[src/rtl/conv_kxk_mch_seq.sv]
// Sequential KxK, multi-channel convolution: one window per handshake, one tap per cycle.
// Optional macro CONV_SATURATE_EN clamps each channel result instead of wrapping it.
module conv_kxk_mch_seq #(
    parameter int PIX_W  = 8,
    parameter int WGT_W  = 8,
    parameter int KSIZE  = 3,
    parameter int NUM_CH = 4,
    parameter int ACC_W  = 16,
    localparam int TAPS  = KSIZE * KSIZE,
    localparam int CH_W  = (NUM_CH > 1) ? $clog2(NUM_CH) : 1,
    localparam int TAP_W = (TAPS > 1) ? $clog2(TAPS) : 1
) (
    input  logic                     clk,
    input  logic                     rst_n,
    input  logic                     in_valid,
    output logic                     in_ready,
    input  logic [TAPS*PIX_W-1:0]    pixels_in,
    output logic                     out_valid,
    input  logic                     out_ready,
    output logic [NUM_CH*ACC_W-1:0]  result_out,
    input  logic                     wt_we,
    input  logic [CH_W-1:0]          wt_ch,
    input  logic [TAP_W-1:0]         wt_tap,
    input  logic [WGT_W-1:0]         wt_data,
    output logic                     busy
);
    localparam int PROD_W = PIX_W + WGT_W;
    localparam int SUM_W  = PIX_W + WGT_W + $clog2(TAPS);

    typedef enum logic [1:0] {IDLE, ACC, OUT} state_t;

    state_t             state_reg, state_next;
    logic [TAP_W-1:0]   k_reg;
    logic [PIX_W-1:0]   pix_reg [TAPS];
    logic [PIX_W-1:0]   pix_tap;
    logic               accept;
    logic               last_tap;
    logic               wt_write;

    assign accept   = (state_reg == IDLE) && in_valid;
    assign last_tap = (k_reg == TAP_W'(TAPS - 1));
    assign wt_write = (state_reg == IDLE) && wt_we && (32'(wt_tap) < TAPS);
    assign pix_tap  = pix_reg[k_reg];

    assign in_ready  = (state_reg == IDLE);
    assign out_valid = (state_reg == OUT);
    assign busy      = (state_reg != IDLE);

    always_comb begin
        state_next = state_reg;
        case (state_reg)
            IDLE:    if (in_valid)  state_next = ACC;
            ACC:     if (last_tap)  state_next = OUT;
            OUT:     if (out_ready) state_next = IDLE;
            default: state_next = IDLE;
        endcase
    end

    always_ff @(posedge clk) begin
        if (!rst_n) begin
            state_reg <= IDLE;
            k_reg     <= '0;
        end else begin
            state_reg <= state_next;
            if (accept)
                k_reg <= '0;
            else if (state_reg == ACC)
                k_reg <= k_reg + TAP_W'(1);
        end
    end

    // Window is captured once at accept so upstream may move on immediately.
    always_ff @(posedge clk) begin
        if (accept) begin
            for (int t = 0; t < TAPS; t++)
                pix_reg[t] <= pixels_in[t*PIX_W +: PIX_W];
        end
    end

    genvar gi;
    generate
        for (gi = 0; gi < NUM_CH; gi++) begin : g_ch
            logic [WGT_W-1:0]  weight_reg [TAPS];
            logic [SUM_W-1:0]  acc_reg;
            logic [PROD_W-1:0] prod;

            // A write landing on the accept edge is visible from the first tap onward.
            always_ff @(posedge clk) begin
                if (!rst_n) begin
                    for (int t = 0; t < TAPS; t++)
                        weight_reg[t] <= WGT_W'(gi + t + 2);
                end else if (wt_write && (wt_ch == CH_W'(gi))) begin
                    weight_reg[wt_tap] <= wt_data;
                end
            end

            assign prod = PROD_W'(pix_tap) * PROD_W'(weight_reg[k_reg]);

            always_ff @(posedge clk) begin
                if (!rst_n || accept)
                    acc_reg <= '0;
                else if (state_reg == ACC)
                    acc_reg <= acc_reg + SUM_W'(prod);
            end

            if (SUM_W > ACC_W) begin : g_reduce
`ifdef CONV_SATURATE_EN
                assign result_out[gi*ACC_W +: ACC_W] =
                    (|acc_reg[SUM_W-1:ACC_W]) ? {ACC_W{1'b1}} : acc_reg[ACC_W-1:0];
`else
                assign result_out[gi*ACC_W +: ACC_W] = acc_reg[ACC_W-1:0];
`endif
            end else begin : g_extend
                assign result_out[gi*ACC_W +: ACC_W] = ACC_W'(acc_reg);
            end
        end
    endgenerate

endmodule

[config.mk]
export PLATFORM = sky130hd
export DESIGN_NAME = conv_kxk_mch_seq
export DESIGN_NICKNAME = d
export VERILOG_FILES = /design/src/rtl/conv_kxk_mch_seq.sv
export SDC_FILE = /design/constraint.sdc
export NUM_CORES = 1
export LEC_CHECK = 0
export CORE_MARGIN = 5
export CORE_UTILIZATION = 55
export CTS_CLUSTER_DIAMETER = 50
export DETAILED_ROUTE_END_ITERATION = 6
export PLACE_DENSITY = 0.73
export SLEW_MARGIN = 15
export SYNTH_ARGS = -nofsm -noshare
export SYNTH_HDL_FRONTEND = slang
export SYNTH_SLANG_ARGS = --single-unit
[constraint.sdc]
create_clock -name clk -period 8 [get_ports clk]
set_input_delay 1.6 -clock clk [delete_from_list [all_inputs] [get_ports clk]]
set_output_delay 1.6 -clock clk [all_outputs]
set_load 0.01 [all_outputs]
==> metrics.yaml <==
worst_setup_path:
  r2r_setup_slack_ns: 1.50
  path_common_cell: "fa_1"
  cp.depth: 19
  cp.required_ns: 8.45
  crit_path_top_delay_cell: "dfxtp_4"
  r2r-end: "g_ch[3].acc_reg[14]$_SDFFE_PP0P_"
  reg2reg_depth: 19
  cp_top_family: "adder cells"
  worst_setup_path_end_kind: "flop"
  arrival_ns: 6.95
  cp_cell_sequence: "mux4_2 -> mux2i_1 -> nor2_1 -> a21oi_2 -> buf_4 -> nor2_1 -> fa_1 -> fa_1 -> fa_1 -> inv_1 -> fa_1 -> inv_1 -> ha_1 -> a21oi_1 -> a21boi_0 -> o41ai_1 -> o31ai_1 -> xnor2_1 -> o21ai_0"
  crit_path_max_incr_delay_ns: 0.72
  critPathMaxFanout: 25
  critical_path_class: "flop to flop"
  worst_setup_path_start_kind: "flop"
  cp_num_buf_inv: 3
  critPathCapture: "g_ch[3].acc_reg[14]$_SDFFE_PP0P_"
clock_tree:
  numCtsBuffers: 78
  path_clk_slew_ns: 0.06
  htreeDepth: 3
  clock_sinks: 658
  clockBufferDepth: 3
  ctsHoldBuffers: 0
  cts_resized: 0
  cts_tree: "built"
  clock_latency_ns: 0.61
  postCtsSetupRepairBufs: 0
  root_buffer: "clkbuf_16"
timing:
  rsz0062_at_grt: "no"
  setup_tns_ns: 0
  drv_slew: 0
  fmax_mhz: 153.7
  finalSetupViolCount: 0
  period_minus_slack_ns: 6.504
  period_share_pct: 81.30
  worstMarginPinSlew_ns: 1.196
  slew_headroom_pct: 19.40
  finalHoldViolations: 0
  fin_hold_ws_ns: 0.4738
  fin_skew_ns: 0.01972
global_routing:
  track_usage_pct: 22.74
  grt_pass1_vias: 23990
  antenna_found_initial: 0
  grt_pass1_wl_mm: 131.6
  gr-total-overflow: 0
  grt_max_degree: 73
yosys:
  synthCells: 2854
  yosysWarnings: 0
  synthesis.area_um2: 37280
  synth.area.top_cells: "edfxtp_1 47%, fa_1 11%, mux4_2 7.7%, ha_1 4.8%, dfxtp_1 4.0%"
  synth_edf_count: 584
  yosysUniqueCellTypes: 60
  synth_ff_type: "edfxtp_1"
  yosysTopAreaCellShare_pct: 47.04
  synth_top_area_cell: "edfxtp_1"
  synthArstFlopShare_pct: 0
  ys_ff_latch: 658
  avgSynthCellArea_um2: 13.06
  yosysSeqAreaShare_pct: 51.01
worst_hold_path:
  hold_path.class: "flop to flop"
routing:
  num_vias: 22670
  drt_iter0_markers: 2135
  ant_nets: 0
  dr.pass1.iters: 5
  drc: 0
  wl_per_cell_um: 19.76
  viasPerCell: 5.442
  wl_mm: 82.34
floorplanning:
  die_h_um: 270.4
  die_x_um: 270.4
  initial_utilization_pct: 55.52
  core-area_um2: 67160
  dieArea_um2: 73100
  rows: 95
  ioPinCount: 158
placed_design:
  dpl.hpwl_mm: 56.67
  io_buffers: 157
  gp_congestion: 0.9132
cells_and_area:
  fin_nets: 3664
  nFillCells: 4871
  largest_reg_flops: 512
  area_growth_pct: 15.38
  drive_gt1_share_pct: 11.79
power:
  powerDensity_nw_per_um2: 287.7
  p_leak_nw: 16.64
  vdd_drop_max_mv: 0.3022
run:
  maxCapViolCount: 0
outcome:
  outcome: "completed"
final cells by class:
class                      count  area [um^2]  area share [%]
antenna                        1        2.502        0.005817
clock buffer                  95         2026           4.709
clock inverter                46        422.9          0.9831
inverter                     378         1419           3.298
multi-input combinational   1896        17010           39.54
sequential                   658        19030           44.24
tap                          873         1092           2.539
timing repair buffer         219         2014           4.683
cells by family after synthesis:
kind of cell             after synthesis  synth area share (%)
AO/OA/AOI/OAI                        239                 4.416
multiplexers                         211                 11.02
flip-flops                           658                 51.01
adder cells (fa/ha/maj)              342                 15.50
buffers and inverters                523                 5.651
AND/OR/NAND/NOR                      835                 11.34
XOR/XNOR                              45                 1.057
other                                  1               0.01006
worst min path at each step:
stage	start	to	slack, ns	cells past startpoint
after floorplan	k_reg[1]$_SDFFE_PP0P_	flop	0.48	2
after global placement	g_ch[3].acc_reg[6]$_SDFFE_PP0P_	g_ch[3].acc_reg[6]$_SDFFE_PP0P_	0.46	2
after detailed placement	g_ch[3].acc_reg[6]$_SDFFE_PP0P_	g_ch[3].acc_reg[6]$_SDFFE_PP0P_	0.47	2
after CTS	g_ch[3].acc_reg[6]$_SDFFE_PP0P_	g_ch[3].acc_reg[6]$_SDFFE_PP0P_	0.48	2
after global routing	g_ch[0].acc_reg[5]$_SDFFE_PP0P_	g_ch[0].acc_reg[5]$_SDFFE_PP0P_	0.49	2
final	g_ch[3].acc_reg[6]$_SDFFE_PP0P_	g_ch[3].acc_reg[6]$_SDFFE_PP0P_	0.47	2
where the power goes:
| group | internal [mW] | switching, mW | leakage (nW) | total [mW] |
|---|---|---|---|---|
| Combinational | 2.12 | 2.76 | 9.26 | 4.88 |
| Clock | 1.96 | 1.42 | 1.18 | 3.38 |
| Sequential | 3.99 | 0.122 | 6.20 | 4.11 |
| Total | 8.07 | 4.30 | 16.6 | 12.4 |
layer usage:
layer	global-route usage [%]	share of wire, %	wire length [um]
met1	31.20	41	34030
met2	37.45	49	39970
met3	4.602	7.6	6259
met4	6.470	2.5	2081
met5	0	0	0
cells in the final DEF (no fill, tap or decap), drive strengths merged, types with 14 or more instances in the layout:
cell type,count
or2,31
inv,391
edfxtp,584
mux2,26
xor2,14
xnor2,31
nor2,247
dfxtp,74
or3,77
nand2b,61
fa,200
conb,224
clkinv,22
and2,220
a21oi,68
clkbuf,95
o21ai,110
clkdlybuf4s50,149
nor2b,20
mux4,150
nand2,149
buf,70
ha,142
mux2i,35
metrics by stage:
step / instance area, um^2 / setup slack [ns] / power, mW / util [%] / instances
floorplan: 38120 / 2.478 / 7.854 / - / 3077
global route: 43020 / 1.053 / 13.31 / 64.05 / 4165
global placement: 40560 / 1.611 / 8.850 / 60.40 / 4024
finish: 43020 / 1.496 / 12.38 / 64.06 / 4166
CTS: 43010 / 1.490 / 12.44 / 64.04 / 4165
detailed placement: 40560 / 1.515 / 9.027 / 60.40 / 4024
worst min-delay path, cell delays in order (launching register included):
cell and delay (ns):
dfxtp_1 0.32, nand2_1 0.06, a21oi_1 0.05
synthesized netlist by cell type (63+ instances only):
| cell | instances |
|---|---|
| edfxtp_1 | 584 |
| nand2_1 | 149 |
| a21oi_1 | 63 |
| and2_1 | 220 |
| or3_1 | 77 |
| inv_1 | 378 |
| ha_1 | 142 |
| clkbuf_1 | 93 |
| o21ai_0 | 83 |
| fa_1 | 200 |
| dfxtp_1 | 74 |
| nor2_1 | 247 |
| mux4_2 | 127 |
Note: power is estimated with default switching activity, not from simulation.
